[src/rtl/reg_wb_pkg.sv]
// Shared types and widths for the GPR write-side arbiter.
package reg_wb_pkg;

    localparam int REG_ADDR_W = 5;
    localparam int DATA_W     = 32;
    localparam int NUM_REGS   = 1 << REG_ADDR_W;

    typedef struct packed {
        logic [REG_ADDR_W-1:0] wa;
        logic [DATA_W-1:0]     wd;
    } wb_entry_t;

endpackage

[src/rtl/wb_fifo.sv]
// Synchronous FIFO of write-back entries for long-latency results.
// With REG_WB_FORWARD_EN it also offers a youngest-match search by destination register.
module wb_fifo
    import reg_wb_pkg::*;
#(
    parameter int DEPTH = 4
) (
    input  logic                  clk,
    input  logic                  rst_n,
    input  logic                  push,
    input  wb_entry_t             push_data,
    input  logic                  pop,
    output wb_entry_t             head,
    output logic                  full,
    output logic                  empty
`ifdef REG_WB_FORWARD_EN
    ,
    input  logic [REG_ADDR_W-1:0] search_wa,
    output logic                  search_hit,
    output logic [DATA_W-1:0]     search_wd
`endif
);

    localparam int AW = $clog2(DEPTH);

    wb_entry_t   mem [DEPTH];
    logic [AW:0] wr_ptr;
    logic [AW:0] rd_ptr;
    logic        wr_en;
    logic        rd_en;

    // The extra pointer bit separates full (MSBs differ) from empty (pointers equal).
    assign empty = (wr_ptr == rd_ptr);
    assign full  = (wr_ptr[AW] != rd_ptr[AW]) && (wr_ptr[AW-1:0] == rd_ptr[AW-1:0]);
    assign head  = mem[rd_ptr[AW-1:0]];
    assign wr_en = push && !full;
    assign rd_en = pop && !empty;

    always_ff @(posedge clk or negedge rst_n) begin
        if (!rst_n) begin
            wr_ptr <= '0;
            rd_ptr <= '0;
        end else begin
            if (wr_en) wr_ptr <= wr_ptr + 1'b1;
            if (rd_en) rd_ptr <= rd_ptr + 1'b1;
        end
    end

    always_ff @(posedge clk) begin
        if (wr_en) mem[wr_ptr[AW-1:0]] <= push_data;
    end

`ifdef REG_WB_FORWARD_EN
    logic [AW:0] count;
    assign count = wr_ptr - rd_ptr;

    // Walk oldest to youngest so the last match left standing is the youngest.
    always_comb begin
        search_hit = 1'b0;
        search_wd  = '0;
        for (int i = 0; i < DEPTH; i++) begin
            if (((AW+1)'(i) < count) && (mem[rd_ptr[AW-1:0] + AW'(i)].wa == search_wa)) begin
                search_hit = 1'b1;
                search_wd  = mem[rd_ptr[AW-1:0] + AW'(i)].wd;
            end
        end
    end
`endif

endmodule

[src/rtl/reg_wb_arbiter.sv]
// GPR write-port arbiter: pipeline write-back beats buffered long-latency results.
// Optional REG_WB_FORWARD_EN adds a combinational forwarding lookup (fwd_ra/fwd_hit/fwd_data).
module reg_wb_arbiter
    import reg_wb_pkg::*;
#(
    parameter int FIFO_DEPTH = 4,
    parameter int STARVE_MAX = 8
) (
    input  logic                  clk,
    input  logic                  rst_n,
    input  logic                  pipe_we,
    input  logic [REG_ADDR_W-1:0] pipe_wa,
    input  logic [DATA_W-1:0]     pipe_wd,
    input  logic                  lu_valid,
    output logic                  lu_ready,
    input  logic [REG_ADDR_W-1:0] lu_wa,
    input  logic [DATA_W-1:0]     lu_wd,
    input  logic                  iss_valid,
    input  logic [REG_ADDR_W-1:0] iss_wa,
    output logic [NUM_REGS-1:0]   busy,
    output logic                  wb_stall,
    output logic                  rf_we,
    output logic [REG_ADDR_W-1:0] rf_wa,
    output logic [DATA_W-1:0]     rf_wd
`ifdef REG_WB_FORWARD_EN
    ,
    input  logic [REG_ADDR_W-1:0] fwd_ra,
    output logic                  fwd_hit,
    output logic [DATA_W-1:0]     fwd_data
`endif
);

    localparam int                CNT_W     = $clog2(STARVE_MAX + 1);
    localparam logic [NUM_REGS-1:0] BUSY_MASK = ~NUM_REGS'(1);

    wb_entry_t             head;
    wb_entry_t             push_data;
    logic                  fifo_full;
    logic                  fifo_empty;
    logic                  push;
    logic                  pop;
    logic                  pipe_sel;
    logic                  sel_we_p0;
    logic [REG_ADDR_W-1:0] sel_wa_p0;
    logic [DATA_W-1:0]     sel_wd_p0;
    logic [NUM_REGS-1:0]   set_vec;
    logic [NUM_REGS-1:0]   clr_vec;
    logic [CNT_W-1:0]      starve_cnt;
    logic [CNT_W-1:0]      starve_nxt;
`ifdef REG_WB_FORWARD_EN
    logic                  fifo_hit;
    logic [DATA_W-1:0]     fifo_hit_wd;
`endif

    assign lu_ready  = rst_n && !fifo_full;
    assign push      = lu_valid && lu_ready && (lu_wa != '0);
    assign push_data = '{wa: lu_wa, wd: lu_wd};
    assign pipe_sel  = pipe_we && (pipe_wa != '0);
    assign pop       = !pipe_sel && !fifo_empty;

    wb_fifo #(
        .DEPTH(FIFO_DEPTH)
    ) u_fifo (
        .clk       (clk),
        .rst_n     (rst_n),
        .push      (push),
        .push_data (push_data),
        .pop       (pop),
        .head      (head),
        .full      (fifo_full),
        .empty     (fifo_empty)
`ifdef REG_WB_FORWARD_EN
        ,
        .search_wa (fwd_ra),
        .search_hit(fifo_hit),
        .search_wd (fifo_hit_wd)
`endif
    );

    // Stage p0: write-port selection, registered into rf_* at the edge.
    always_comb begin
        sel_we_p0 = pipe_sel || pop;
        sel_wa_p0 = head.wa;
        sel_wd_p0 = head.wd;
        if (pipe_sel) begin
            sel_wa_p0 = pipe_wa;
            sel_wd_p0 = pipe_wd;
        end
    end

    always_ff @(posedge clk or negedge rst_n) begin
        if (!rst_n) begin
            rf_we <= 1'b0;
            rf_wa <= '0;
            rf_wd <= '0;
        end else begin
            rf_we <= sel_we_p0;
            if (sel_we_p0) begin
                rf_wa <= sel_wa_p0;
                rf_wd <= sel_wd_p0;
            end
        end
    end

    always_comb begin
        set_vec = '0;
        clr_vec = '0;
        if (iss_valid) set_vec[iss_wa] = 1'b1;
        if (pop)       clr_vec[head.wa] = 1'b1;
    end

    // Set is OR-ed after the clear so an issue on the retiring register wins.
    always_ff @(posedge clk or negedge rst_n) begin
        if (!rst_n) busy <= '0;
        else        busy <= ((busy & ~clr_vec) | set_vec) & BUSY_MASK;
    end

    always_comb begin
        if (fifo_empty || pop)                       starve_nxt = '0;
        else if (starve_cnt == CNT_W'(STARVE_MAX))   starve_nxt = starve_cnt;
        else                                         starve_nxt = starve_cnt + 1'b1;
    end

    always_ff @(posedge clk or negedge rst_n) begin
        if (!rst_n) begin
            starve_cnt <= '0;
            wb_stall   <= 1'b0;
        end else begin
            starve_cnt <= starve_nxt;
            wb_stall   <= (starve_nxt == CNT_W'(STARVE_MAX));
        end
    end

`ifdef REG_WB_FORWARD_EN
    always_comb begin
        fwd_hit  = 1'b0;
        fwd_data = '0;
        if (fwd_ra != '0) begin
            if (rf_we && (rf_wa == fwd_ra)) begin
                fwd_hit  = 1'b1;
                fwd_data = rf_wd;
            end else if (fifo_hit) begin
                fwd_hit  = 1'b1;
                fwd_data = fifo_hit_wd;
            end
        end
    end
`endif

`ifndef SYNTHESIS
    a_pipe_to_busy: assert property (@(posedge clk) disable iff (!rst_n)
        !(pipe_we && (pipe_wa != '0) && busy[pipe_wa]));
    a_pipe_during_stall: assert property (@(posedge clk) disable iff (!rst_n)
        !(pipe_we && wb_stall));
`endif

endmodule

[config.mk]
export PLATFORM = sky130hd
export DESIGN_NAME = reg_wb_arbiter
export DESIGN_NICKNAME = d
export VERILOG_FILES = /design/src/rtl/reg_wb_pkg.sv /design/src/rtl/wb_fifo.sv /design/src/rtl/reg_wb_arbiter.sv
export SDC_FILE = /design/constraint.sdc
export NUM_CORES = 1
export LEC_CHECK = 0
export ABC_AREA = 1
export CAP_MARGIN = 25
export CORE_MARGIN = 8
export CORE_UTILIZATION = 49
export CTS_CLUSTER_DIAMETER = 120
export DETAILED_ROUTE_END_ITERATION = 8
export GPL_ROUTABILITY_DRIVEN = 0
export HOLD_SLACK_MARGIN = 0.15
export PLACE_DENSITY = 0.8
export SYNTH_ARGS = -nofsm -noshare
export SYNTH_HDL_FRONTEND = slang
export SYNTH_SLANG_ARGS = --single-unit
[constraint.sdc]
create_clock -name clk -period 2.82 [get_ports clk]
set_input_delay 0.423 -clock clk [delete_from_list [all_inputs] [get_ports clk]]
set_output_delay 0.423 -clock clk [all_outputs]
set_load 0.03 [all_outputs]
# Word level (Yosys, flattened, before mapping)

Memory sizes are Yosys's and may differ from the RTL's.
Cells that the tools add are included.
Widths: inputs -> output; s select.

Register bits after elaboration: 80
Latch bits: 0
RAM bits: 148
ROM bits: 0
Word-level logic and storage cells: 53
Memories: 1

$add $sub $neg: 3
Multiply operators: 0
Divide/modulo/power cells: 0
$lt $le $gt $ge: 4
Eq/ne operators: 5
Shift operators: 0
Muxes and demuxes: 12
Bitwise gates (word level): 3
Reductions and logical operators: 17

Memory list:

| name       | words | width | rd ports | clocked after Yosys merged registers in | write ports | line          | RTL |
|---|---|---|---|---|---|---|---|
| u_fifo.mem | 4     | 37    | 1        | 0                                       | 1           | wb_fifo.sv:26 | `wb_entry_t mem [DEPTH];` |

Operator list:

| kind                | number |
|---|---|
| $mux 32             | 3 |
| $and 32x32->32      | 1 |
| $not 32->32         | 1 |
| $or 32x32->32       | 1 |
| $lt 5x6->1 const B  | 2 |
| $demux 1 s5         | 2 |
| $ge 5x1->1 const B  | 2 |
| $logic_and 1x1->1   | 10 |
| $reduce_bool 5->1   | 2 |
| $eq 4x4->1 const B  | 2 |
| $mux 4              | 2 |
| $add 3x1->3 const B | 2 |
| $mux 5              | 1 |
| $add 4x1->4 const B | 1 |
| $mux 1              | 4 |
| $eq 3x3->1          | 1 |
| $logic_not 1->1     | 3 |
| $eq 2x2->1          | 1 |
| $logic_or 1x1->1    | 2 |
| $ne 1x1->1          | 1 |

# Logic depth before layout (Yosys ltp)

Gate-level depths: netlist of run 1.

Word-level depth: 9
Gate-level depth with buffers: 12
Depth with buffers taken out: 10

# Cells and area by module

Synthesis of run 1 repeated with hierarchy kept, for this count alone.

Cell total of the unflattened synthesis: 899
Area, all modules: 9587.9 um2

Modules (own cells, without submodules):

| module         | instances | cells an instance | area each (um2) | seq. area each (um2) |
|---|---|---|---|---|
| wb_fifo        | 1         | 419               | 5905.7          | 4594.4 |
| reg_wb_arbiter | 1         | 480               | 3682.3          | 1851.8 |

# Least setup slack after synthesis of run 1

No wires, ideal clock.

Path type: register -> register
Start point: register u_fifo.rd_ptr[0]
End point: memory u_fifo.mem[0][0] (netlist bit) (enable)
Library setup time: 431 ps
Arrival time: 2515 ps
Required time: 2389 ps
Setup slack: -127 ps
Cell stages (with the launch flop): 7
Path buffers: 1
Period minus slack after synthesis: 2947 ps
Path through: dfrtp_1 buf_6 nand2_1 nand2_2 nand3_1 nand3b_2 nor2_1

Longest elaborated chain between the ends: 9

Ends and longest elaborated chain:

| item                           | line                                | RTL |
|---|---|---|
| from (decl)                    | wb_fifo.sv:28                       | `logic [AW:0] rd_ptr;` |
| from (signal assigned)         | wb_fifo.sv:45                       | `if (rd_en) rd_ptr <= rd_ptr + 1'b1;` |
| $eq 2x2->1 *                   | wb_fifo.sv:34                       | `assign full = (wr_ptr[AW] != rd_ptr[AW]) && (wr_ptr[AW-1:0] == rd_ptr[AW-1:0]);` |
| $logic_and 1x1->1 *            | wb_fifo.sv:34                       |  |
| $logic_not 1->1 *              | wb_fifo.sv:36, reg_wb_arbiter.sv:55 |  |
| $logic_and 1x1->1              | reg_wb_arbiter.sv:55                | `assign lu_ready = rst_n && !fifo_full;` |
| $logic_and 1x1->1 (2 in a row) | reg_wb_arbiter.sv:56                | `assign push = lu_valid && lu_ready && (lu_wa != '0);` |
| $logic_and 1x1->1 *            | wb_fifo.sv:36                       | `assign wr_en = push && !full;` |
| $mux 1 *                       | wb_fifo.sv:50                       | `if (wr_en) mem[wr_ptr[AW-1:0]] <= push_data;` |
| $mux 1 (not written as such) * | wb_fifo.sv:50                       |  |
| to (decl)                      | wb_fifo.sv:26                       |  |

Mark *: on every way between the ends. The rest lies on a longest branch, timed or not.

# Worst setup path after layout of run 1

Start point: register u_fifo.rd_ptr[0]
End point: register rf_wd[10]

Longest elaborated chain between the ends: 4

Ends and longest elaborated chain:

| item                                                                 | line                  | RTL |
|---|---|---|
| parallel branches: the longest is 4 deep, another holds $mem_v2 4x37 | --                    |  |
| to (signal assigned)                                                 | reg_wb_arbiter.sv:100 | `rf_wd <= sel_wd_p0;` |
| to (decl)                                                            | reg_wb_arbiter.sv:24  | `output logic [DATA_W-1:0] rf_wd` |

Parallel ways; which one is timed is not known.
A chain may end at the register's enable or synchronous reset.

==> results of run 1 <==
## layout by cell type (no fill, tap or decap), drive strengths merged
master	netlist	final
dlygate4sd3	0	1
conb	1	1
clkbuf	12	29
nand3	48	48
xor2	5	5
clkdlybuf4s50	0	152
diode	0	1
nand2	351	351
buf	27	22
o211ai	6	6
clkinv	0	6
a21oi	42	42
o21ai	66	66
nor2	53	53
nor3	10	10
edfxtp	148	148
xnor2	1	1
inv	71	71
ha	7	7
clkinvlp	0	3
o22ai	12	12
dfrtp	80	80
nand3b	2	2
bufinv	0	3
## worst min-delay path by stage
stage | from | to | slack, ns | cells after the start
floorplan | rst_n | busy[10]$_DFF_PN0_ | 0.13 | 0
finish | busy[1]$_DFF_PN0_ | busy[1]$_DFF_PN0_ | 0.47 | 2
global placement | busy[22]$_DFF_PN0_ | busy[22]$_DFF_PN0_ | 0.46 | 2
detailed placement | busy[17]$_DFF_PN0_ | busy[17]$_DFF_PN0_ | 0.46 | 2
CTS | busy[17]$_DFF_PN0_ | busy[17]$_DFF_PN0_ | 0.48 | 2
global route | busy[1]$_DFF_PN0_ | busy[1]$_DFF_PN0_ | 0.50 | 2
## power groups by stage
| stage | clock network (uW) | logic (uW) | registers [uW] |
|---|---|---|---|
| 6_report | 3070 | 5170 | 4790 |
| 5_1_grt | 3270 | 5630 | 4870 |
| 4_1_cts | 3120 | 5200 | 4790 |
| 3_5_place_dp | 0 | 5180 | 4840 |
| 3_3_place_gp | 0 | 5040 | 4820 |
| 2_1_floorplan | 0 | 2420 | 5720 |
## layer usage
layer / GRT usage [%] / vias to the layer above / routed length, um
met5: 0 / - / 13
met4: 6.35 / 2 / 504
met3: 4.03 / 37 / 1990
met2: 33.4 / 256 / 11900
met1: 23.7 / 3418 / 9810
li1: - / 3430 / -
## stage by stage
step	setup slack (ns)	utilization [%]	instance area (sq um)
6_report	0.674	63.4	12400
5_1_grt	0.485	63.4	12400
4_1_cts	0.683	63.3	12400
3_5_place_dp	0.266	59.4	11600
3_3_place_gp	0.341	59.4	11600
2_1_floorplan	-0.127	-	9820
## cells by family after synthesis
kind of cell / count (synthesis) / share of synthesized area (%)
AND/OR/NAND/NOR: 464 / 20.7
flip-flops: 228 / 65.6
adder cells (fa/ha/maj): 7 / 0.892
buffers and inverters: 110 / 5.52
AO/OA/AOI/OAI: 126 / 6.73
other: 1 / 0.0382
XOR/XNOR: 6 / 0.535
## flip-flops by register name, summed over array words and instances (netlist names)
signal	count
u_fifo.rd_ptr	3
rf_we	1
u_fifo.mem	148
wb_stall	1
u_fifo.wr_ptr	3
rf_wa	5
rf_wd	32
starve_cnt	4
busy	31
## critical path, cell delays in order, from the launching register on
cell and delay [ns]:
dfrtp_4 0.45, buf_4 0.55, buf_4 0.45, o21ai_0 0.15, o22ai_1 0.24, nand2_1 0.11
nand3_2 0.08
## what timing repair did
| item | CTS | global route |
|---|---|---|
| setup endpoints to repair | 0 | 0 |
| endpoints found under the hold margin | 22 | 0 |
| hold buffers | 1 | 0 |
## final cells by class
cell class	instances	area share (%)
flip-flops and latches	228	52.0
multi-input cells	604	23.1
repair buffers	175	13.9
clock buffers	29	5.06
well taps	265	2.67
inverters	71	2.19
clock inverters	12	1.14
diodes	1	0.0202
==> flow_metrics.env, run 1 <==
export IMPL_reg2reg_to="rf_wd[10]$_DFFE_PN0P_"
export IMPL_synth_avg_cell_area_sq_um=10.4
export IMPL_rrSetupSlack_ns=0.67
export IMPL_ctsResizeCount=0
export IMPL_ios=156
export IMPL_holdWs_ns=0.474
export IMPL_synthFlopType="edfxtp_1"
export IMPL_layout_nets=1194
export IMPL_wl_per_cell_um=17.5
export IMPL_reg2reg_depth=6
export IMPL_cts_buffers=23
export IMPL_worstPathRequired_ns=3.26
export IMPL_hold_class="reg -> reg"
export IMPL_cts_root_buffer="clkbuf_16"
export IMPL_startpoint="u_fifo.rd_ptr[0]$_DFFE_PN0P_"
export IMPL_p_sw_share_pct=38.6
export IMPL_async_reset_ff_share_pct=35.1
export IMPL_ctsHtreeMaxLevel=1
export IMPL_rsz0062_at_grt="no"
export IMPL_drc=0
export IMPL_syn_cell_area_sq_um=9820
export IMPL_power_density_nw_per_um2=1050
export IMPL_numClockSinks=228
export IMPL_synth_most_common_cell="nand2_1"
export IMPL_clock_skew_ns=0.0194
export IMPL_cap_violations=0
export IMPL_pwr_share_seq_pct=36.8
export IMPL_crit_path_max_fanout=80
export IMPL_die_area_sq_um=24800
export IMPL_tightest_slew_ns=1.00
export IMPL_gr_total_overflow=0
export IMPL_clkPwrFrac_pct=23.6
export IMPL_relSlewSlack_pct=32.8
export IMPL_internal_power_uw=8000
export IMPL_p_sw_uw=5040
export IMPL_grt_max_degree=81
export IMPL_place_port_buffers=154
export IMPL_ff_latch_area_sq_um=6450
export IMPL_rows=51
export IMPL_drt_iter0_drc=676
export IMPL_antenna_found_initial=2
export IMPL_clk_path_buf_depth=3
export IMPL_area_growth_pct=26.4
export IMPL_finalNonFillerCells=1385
export IMPL_synth_edf_count=148
export IMPL_fin_tns_setup_ns=0
export IMPL_design_core_area_sq_um=19600
export IMPL_synth_top_area_share_pct=45.2
export IMPL_p_leak_uw=0.00518
export IMPL_cp_arrival_ns=2.59
export IMPL_hold_viol_final=0
export IMPL_slew_violations=0
export IMPL_period_minus_slack_ns=2.15
export IMPL_track_usage_pct=19.3
export IMPL_synth_ff_latch_count=228
export IMPL_setup_viol=0
export IMPL_seq_area_frac_synth_pct=65.6
export IMPL_dr_total_vias=7143
export IMPL_pwr_share_comb_pct=39.7
export IMPL_synth_cell_types=33
export IMPL_cts_tree="built"
export IMPL_drive_gt1_share_pct=10.2
export IMPL_total_power_uw=13000
export IMPL_first_pass_iters=5
export IMPL_synthesis_nets=1033
export IMPL_ir_drop_uv=531
export IMPL_synth_cells=942
export IMPL_via_per_inst=5.16
export IMPL_hpwl_um=16400
export IMPL_worstSetupPathType="reg -> reg"
export IMPL_synth_warnings=0
export IMPL_die_x_um=158
export IMPL_ant_nets=0
export IMPL_status="complete, no violations"
export IMPL_endpoint_kind="flop"
export IMPL_multi_input_area_sq_um=2860
export IMPL_chipHeight_um=158
export IMPL_ys_top_cells_by_area="edfxtp_1, dfrtp_1, nand2_1"
export IMPL_drt_wl_total_um=24200
export IMPL_grt_pass1_vias=7192
export IMPL_fmax_mhz=466
export IMPL_fin_crit_sh_pct=76.1
export IMPL_worstSetupEndpoint="rf_wd[10]$_DFFE_PN0P_"
export IMPL_clk_pin_slew_ns=0.06
export IMPL_num_fill_cells=1470
export IMPL_insertion_delay_ns=0.50
export IMPL_ys_top_cells_by_count="nand2_1, edfxtp_1, dfrtp_1, inv_1, o21ai_0"
export IMPL_yosys_area_top_type="edfxtp_1"
export IMPL_dp_cells=1342
export IMPL_start_kind="flop"
export IMPL_cts_setup_buffers=0
export IMPL_r2r_start="u_fifo.rd_ptr[0]$_DFFE_PN0P_"
export IMPL_start_util_pct=50.1
export IMPL_grt_pass1_wl_um=37900
No activity file was read; power rests on OpenSTA's default activity.
==> inputs of run 2 (changes only) <==
--- a/config.mk
+++ b/config.mk
@@ -8,12 +8,12 @@
 export ABC_AREA = 1
 export CAP_MARGIN = 25
 export CORE_MARGIN = 8
-export CORE_UTILIZATION = 49
+export CORE_UTILIZATION = 50
 export CTS_CLUSTER_DIAMETER = 120
 export DETAILED_ROUTE_END_ITERATION = 8
 export GPL_ROUTABILITY_DRIVEN = 0
 export HOLD_SLACK_MARGIN = 0.15
-export PLACE_DENSITY = 0.8
+export PLACE_DENSITY = 0.78
 export SYNTH_ARGS = -nofsm -noshare
 export SYNTH_HDL_FRONTEND = slang
 export SYNTH_SLANG_ARGS = --single-unit
==> constraint.sdc (replaced) <==
create_clock -name clk -period 2 [get_ports clk]
set_input_delay 0.3 -clock clk [delete_from_list [all_inputs] [get_ports clk]]
set_output_delay 0.3 -clock clk [all_outputs]
set_load 0.03 [all_outputs]
==> flow_metrics.env, run 2 (synthesis results as in run 1) <==
export IMPL_worstPathRequired_ns=1.70
export IMPL_first_pass_iters=5
export IMPL_fin_crit_sh_pct=96.7
export IMPL_drc=0
export IMPL_ir_drop_uv=708
export IMPL_hpwl_um=16700
export IMPL_ctsHtreeMaxLevel=1
export IMPL_slew_violations=0
export IMPL_cap_violations=0
export IMPL_clock_skew_ns=0.0234
export IMPL_gr_total_overflow=0
export IMPL_place_port_buffers=154
export IMPL_numClockSinks=228
export IMPL_r2r_start="u_fifo.rd_ptr[0]$_DFFE_PN0P_"
export IMPL_dp_cells=1361
export IMPL_track_usage_pct=19.8
export IMPL_hold_class="in -> async"
export IMPL_drive_gt1_share_pct=12.7
export IMPL_ios=156
export IMPL_status="finished with violations"
export IMPL_multi_input_area_sq_um=2920
export IMPL_violations="hold timing"
export IMPL_cp_arrival_ns=1.63
export IMPL_antenna_found_initial=1
export IMPL_wl_per_cell_um=17.6
export IMPL_tightest_slew_ns=0.563
export IMPL_cts_buffers=24
export IMPL_num_fill_cells=1464
export IMPL_area_growth_pct=29.6
export IMPL_rows=51
export IMPL_via_per_inst=5.20
export IMPL_p_leak_uw=0.00532
export IMPL_relSlewSlack_pct=62.2
export IMPL_startpoint="u_fifo.rd_ptr[0]$_DFFE_PN0P_"
export IMPL_fin_tns_setup_ns=0
export IMPL_chipHeight_um=156
export IMPL_insertion_delay_ns=0.52
export IMPL_hold_viol_final=80
export IMPL_start_kind="flop"
export IMPL_drt_wl_total_um=24800
export IMPL_endpoint_kind="output port"
export IMPL_most_common_layout_cells="nand2_1, clkdlybuf4s50_1, edfxtp_1"
export IMPL_grt_pass1_vias=7313
export IMPL_drt_iter0_drc=535
export IMPL_period_minus_slack_ns=1.93
export IMPL_grt_max_degree=82
export IMPL_ant_nets=0
export IMPL_crit_path_max_fanout=3
export IMPL_die_x_um=156
export IMPL_clk_pin_slew_ns=0.06
export IMPL_fmax_mhz=517
export IMPL_die_area_sq_um=24400
export IMPL_cts_root_buffer="clkbuf_16"
export IMPL_grt_pass1_wl_um=38200
export IMPL_layout_nets=1219
export IMPL_start_util_pct=50.6
export IMPL_setup_viol=0
export IMPL_design_core_area_sq_um=19400
export IMPL_clk_path_buf_depth=3
export IMPL_reg2reg_depth=10
export IMPL_ff_latch_area_sq_um=6450
export IMPL_finalNonFillerCells=1412
export IMPL_largest_reg_flops=148
export IMPL_final_common_cell="nand2_1"
export IMPL_fin_util_pct=65.6
export IMPL_power_density_nw_per_um2=1480
export IMPL_holdWs_ns=-0.131
export IMPL_worstSetupPathType="reg -> out"
export IMPL_cts_tree="built"
export IMPL_dr_total_vias=7348
## run 2: cell count changes in the layout (fill, tap and decap cells not counted), moves of 3 or more
cell,delta
nand2_2,+6
clkinv_2,-3
inv_1,-3
clkbuf_1,+4
nand2_1,-6
inv_2,+3
clkinvlp_4,-3
buf_4,+17
nor2_4,+5
nor2_2,-4
buf_12,+7
clkinv_1,+5
clkbuf_8,-3
## run 2: worst max-delay path: stages, from the launching register on
cell     delay, ns
dfrtp_4       0.52
inv_6         0.07
nand2_2       0.05
nand2_2       0.11
nand3_4       0.10
nand2_1       0.08
inv_2         0.05
buf_12        0.13
## run 2: power by group
| part | switching (uW) | internal, uW |
|---|---|---|
| logic | 4950 | 2820 |
| registers | 628 | 6150 |
| clock network | 1760 | 2480 |
| total | 7350 | 11500 |
## run 2: path summary, 6_finish.rpt
kind | end | slack [ns]
max reg2reg | busy[26]$_DFF_PN0_ | 0.14
max in group asynchronous | rf_wd[0]$_DFFE_PN0P_ | 1.75
min in group clk | rf_wd[10]$_DFFE_PN0P_ | 0.36
max | lu_ready | 0.07
min reg2reg | busy[20]$_DFF_PN0_ | 0.47
min | rf_wa[0]$_DFFE_PN0P_ | -0.13
## run 2: final cells by class
type                            instances  area share, %
Clock inverter                         13          0.993
Timing Repair Buffer                  199           15.7
Sequential cell                       228           50.7
Tap cell                              265           2.60
Clock buffer                           31           4.92
Antenna cell                            1         0.0197
Inverter                               71           2.15
Multi-Input combinational cell        604           22.9
## run 2: what timing repair did
item,4_1_cts,5_1_grt
hold endpoints to repair,80,80
setup endpoints to repair,1,41
pin swaps,0,5
setup buffers,4,3
resized for setup,4,18
## run 2: metrics by stage
stage	power [uW]	hold slack (ns)	area, sq um	setup WS [ns]
after detailed placement	14300	0.437	11900	-0.140
after CTS	18700	-0.118	12700	0.000243
after floorplan	11500	0.00441	9830	-0.367
after global routing	19800	-0.100	12700	-0.00235
final	18800	-0.131	12700	0.0668
after global placement	14100	0.445	11900	-0.120
## run 2: routing by layer
layer / routed length [um] / GRT usage, % / vias up / share of wire (%)
li1: - / - / 3491 / -
met1: 9860 / 24.3 / 3542 / 40
met2: 12700 / 34.2 / 281 / 51
met3: 1790 / 3.66 / 34 / 7.2
met4: 467 / 7.23 / 0 / 1.9
met5: 0 / 0 / - / 0
==> inputs of run 3 (changes only) <==
--- a/config.mk
+++ b/config.mk
@@ -8,12 +8,13 @@
 export ABC_AREA = 1
 export CAP_MARGIN = 25
 export CORE_MARGIN = 8
-export CORE_UTILIZATION = 50
+export CORE_UTILIZATION = 45
 export CTS_CLUSTER_DIAMETER = 120
 export DETAILED_ROUTE_END_ITERATION = 8
 export GPL_ROUTABILITY_DRIVEN = 0
 export HOLD_SLACK_MARGIN = 0.15
-export PLACE_DENSITY = 0.78
+export PLACE_DENSITY = 0.72
 export SYNTH_ARGS = -nofsm -noshare
 export SYNTH_HDL_FRONTEND = slang
+export SYNTH_HIERARCHICAL = 1
 export SYNTH_SLANG_ARGS = --single-unit
==> flow_metrics.env, run 3 <==
export IMPL_hpwl_um=17300
export IMPL_r2r_start="u_fifo/rd_ptr[0]$_DFFE_PN0P_"
export IMPL_setup_viol=0
export IMPL_synth_warnings=6
export IMPL_track_usage_pct=18.5
export IMPL_ctsHtreeMaxLevel=1
export IMPL_ir_drop_uv=698
export IMPL_pwr_share_comb_pct=44.0
export IMPL_cts_tree="built"
export IMPL_dp_cells=1337
export IMPL_period_minus_slack_ns=1.95
export IMPL_grt_pass1_vias=7242
export IMPL_area_growth_pct=33.6
export IMPL_via_per_inst=5.32
export IMPL_synthesis_nets=990
export IMPL_crit_family="flip-flops"
export IMPL_yosys_area_top_type="edfxtp_1"
export IMPL_crit_path_max_fanout=5
export IMPL_clk_pin_slew_ns=0.07
export IMPL_start_util_pct=45.8
export IMPL_design_core_area_sq_um=21000
export IMPL_slew_violations=0
export IMPL_internal_power_uw=12300
export IMPL_antenna_found_initial=0
export IMPL_ios=156
export IMPL_setup_slack_ns=0.0474
export IMPL_synth_avg_cell_area_sq_um=10.7
export IMPL_wl_per_cell_um=18.1
export IMPL_hold_start="pipe_wd[9]"
export IMPL_ys_top_cells_by_area="edfxtp_1, dfrtp_1, nand3_1"
export IMPL_synth_cells=899
export IMPL_p_leak_uw=0.00498
export IMPL_start_kind="flop"
export IMPL_p_sw_uw=7840
export IMPL_num_fill_cells=1683
export IMPL_worstPathRequired_ns=1.70
export IMPL_seq_area_frac_synth_pct=67.2
export IMPL_crit_path_max_incr_delay_ns=0.47
export IMPL_cap_violations=0
export IMPL_most_common_layout_cells="nand2_1, clkdlybuf4s50_1, nand3_1"
export IMPL_pwr_share_seq_pct=33.9
export IMPL_p_sw_share_pct=38.9
export IMPL_startpoint="u_fifo/rd_ptr[0]$_DFFE_PN0P_"
export IMPL_ys_top_cells_by_count="nand2_1, nand3_1, edfxtp_1, nor2_1, dfrtp_1"
export IMPL_gr_total_overflow=0
export IMPL_pre_cts_ws_ns=-0.140
export IMPL_fmax_mhz=512
export IMPL_tightest_slew_ns=0.583
export IMPL_cts_root_buffer="clkbuf_16"
export IMPL_synth_cell_types=29
export IMPL_chipHeight_um=162
export IMPL_drt_wl_total_um=25000
export IMPL_clock_skew_ns=0.0145
export IMPL_fin_util_pct=61.1
export IMPL_syn_cell_area_sq_um=9590
export IMPL_synth_most_common_cell="nand2_1"
export IMPL_clk_path_buf_depth=3
export IMPL_dr_total_vias=7374
export IMPL_relSlewSlack_pct=61.2
export IMPL_cts_buffers=23
export IMPL_rsz0062_at_grt="yes"
export IMPL_numClockSinks=228
export IMPL_synth_edf_count=148
export IMPL_finalNonFillerCells=1386
export IMPL_drive_gt1_share_pct=12.6
export IMPL_reg2reg_depth=11
export IMPL_drt_iter0_drc=495
export IMPL_die_x_um=162
export IMPL_hold_class="in -> reg"
export IMPL_reg2reg_to="busy[25]$_DFF_PN0_"
export IMPL_drc=0
export IMPL_grt_pass1_wl_um=39100
export IMPL_synthFlopType="edfxtp_1"
export IMPL_critPathSlowestCell="dfrtp_2"
export IMPL_grt_max_degree=50
export IMPL_async_reset_ff_share_pct=35.1
export IMPL_largest_reg_flops=148
export IMPL_layout_nets=1185
export IMPL_cp_arrival_ns=1.65
export IMPL_first_pass_iters=6
export IMPL_rows=53
export IMPL_clkPwrFrac_pct=22.1
export IMPL_ant_nets=0
export IMPL_path_depth=6
export IMPL_synth_top_area_share_pct=46.4
export IMPL_crit_chain="xnor2_4 -> nand3_4 -> inv_2 -> nor2_4 -> buf_4 -> buf_6"
export IMPL_fin_crit_sh_pct=97.6
export IMPL_power_density_nw_per_um2=1570
export IMPL_antennaDiodeCount=0
export IMPL_finalInstanceArea_sq_um=12800
export IMPL_holdWs_ns=0.358
export IMPL_place_port_buffers=154
export IMPL_synth_ff_latch_count=228
export IMPL_insertion_delay_ns=0.51
export IMPL_worstSetupEndpoint="lu_ready"
export IMPL_rrSetupSlack_ns=0.10
export IMPL_status="complete, no violations"
export IMPL_cp_num_buf_inv=3
export IMPL_hold_viol_final=0
export IMPL_worstSetupPathType="reg -> out"
export IMPL_die_area_sq_um=26200
export IMPL_final_common_cell="nand2_1"
export IMPL_place_area_sq_um=11800
export IMPL_endpoint_kind="output port"
[run 3: worst min-delay path by stage]
stage / slack (ns) / endpoint / cells past startpoint
detailed placement: 0.45 / rf_wa[2]$_DFFE_PN0P_ / 2
floorplan: 0.004 / busy[10]$_DFF_PN0_ / 0
global route: 0.36 / rf_wd[28]$_DFFE_PN0P_ / 3
finish: 0.36 / rf_wd[9]$_DFFE_PN0P_ / 3
CTS: 0.34 / rf_wd[9]$_DFFE_PN0P_ / 3
global placement: 0.45 / rf_wd[26]$_DFFE_PN0P_ / 2
[run 3: cell type report]
cell class                      count  area (sq um)  area share [%]
Tap cell                          275           344            2.69
Clock inverter                     11           168            1.31
Inverter                           32           138            1.07
Multi-Input combinational cell    589          2880            22.5
Clock buffer                       31           626            4.88
Sequential cell                   228          6450            50.3
Timing Repair Buffer              220          2200            17.2
[run 3: metrics by stage]
stage	power, uW	TNS [ns]
2_1_floorplan	11600	-47.93
3_5_place_dp	15400	-5.71
6_report	20200	0
5_1_grt	21200	-0.0430
3_3_place_gp	15200	-4.91
4_1_cts	19900	0
[run 3: logic make-up (layout without fill, tap and decap cells)]
| family | count (synthesis) | after routing | share of synthesized area [%] |
|---|---|---|---|
| AO/OA/AOI/OAI | 113 | 113 | 6.41 |
| other | 1 | 1 | 0.0391 |
| buffers and inverters | 82 | 294 | 4.10 |
| XOR/XNOR | 3 | 3 | 0.470 |
| flip-flops | 228 | 228 | 67.2 |
| AND/OR/NAND/NOR | 465 | 465 | 20.8 |
| adder cells (fa/ha/maj) | 7 | 7 | 0.913 |
[run 3: timing repair]
item,CTS,global route
hold endpoints to repair,80,0
setup endpoints to repair,1,70
pin swaps,0,3
hold buffers,1,0
setup buffers,1,5
gates cloned,0,0
gates resized for setup,2,30
[run 3: per-layer routing]
layer	routed length [um]	track usage (%)
met5	0	0
met4	327	3.87
met3	2160	4.51
met2	12300	31.9
met1	10300	23.2
[run 3: power by group through the flow]
stage / sequential, uW / combinational [uW] / clock [uW]
3_5_place_dp: 6890 / 8480 / 0
3_3_place_gp: 6870 / 8330 / 0
2_1_floorplan: 8140 / 3490 / 0
6_report: 6830 / 8860 / 4460
5_1_grt: 6930 / 9590 / 4720
4_1_cts: 6830 / 8560 / 4530
[run 3: worst register-to-register path, cell delays in order, from the launching register on]
cell and delay, ns:
dfrtp_2 0.47, buf_4 0.17, buf_12 0.14, o21ai_0 0.18, o22ai_1 0.10, buf_4 0.19
inv_4 0.12, nand3_2 0.11, nor2_1 0.12, nand3_1 0.09, nand2_1 0.06, nand2_1 0.05
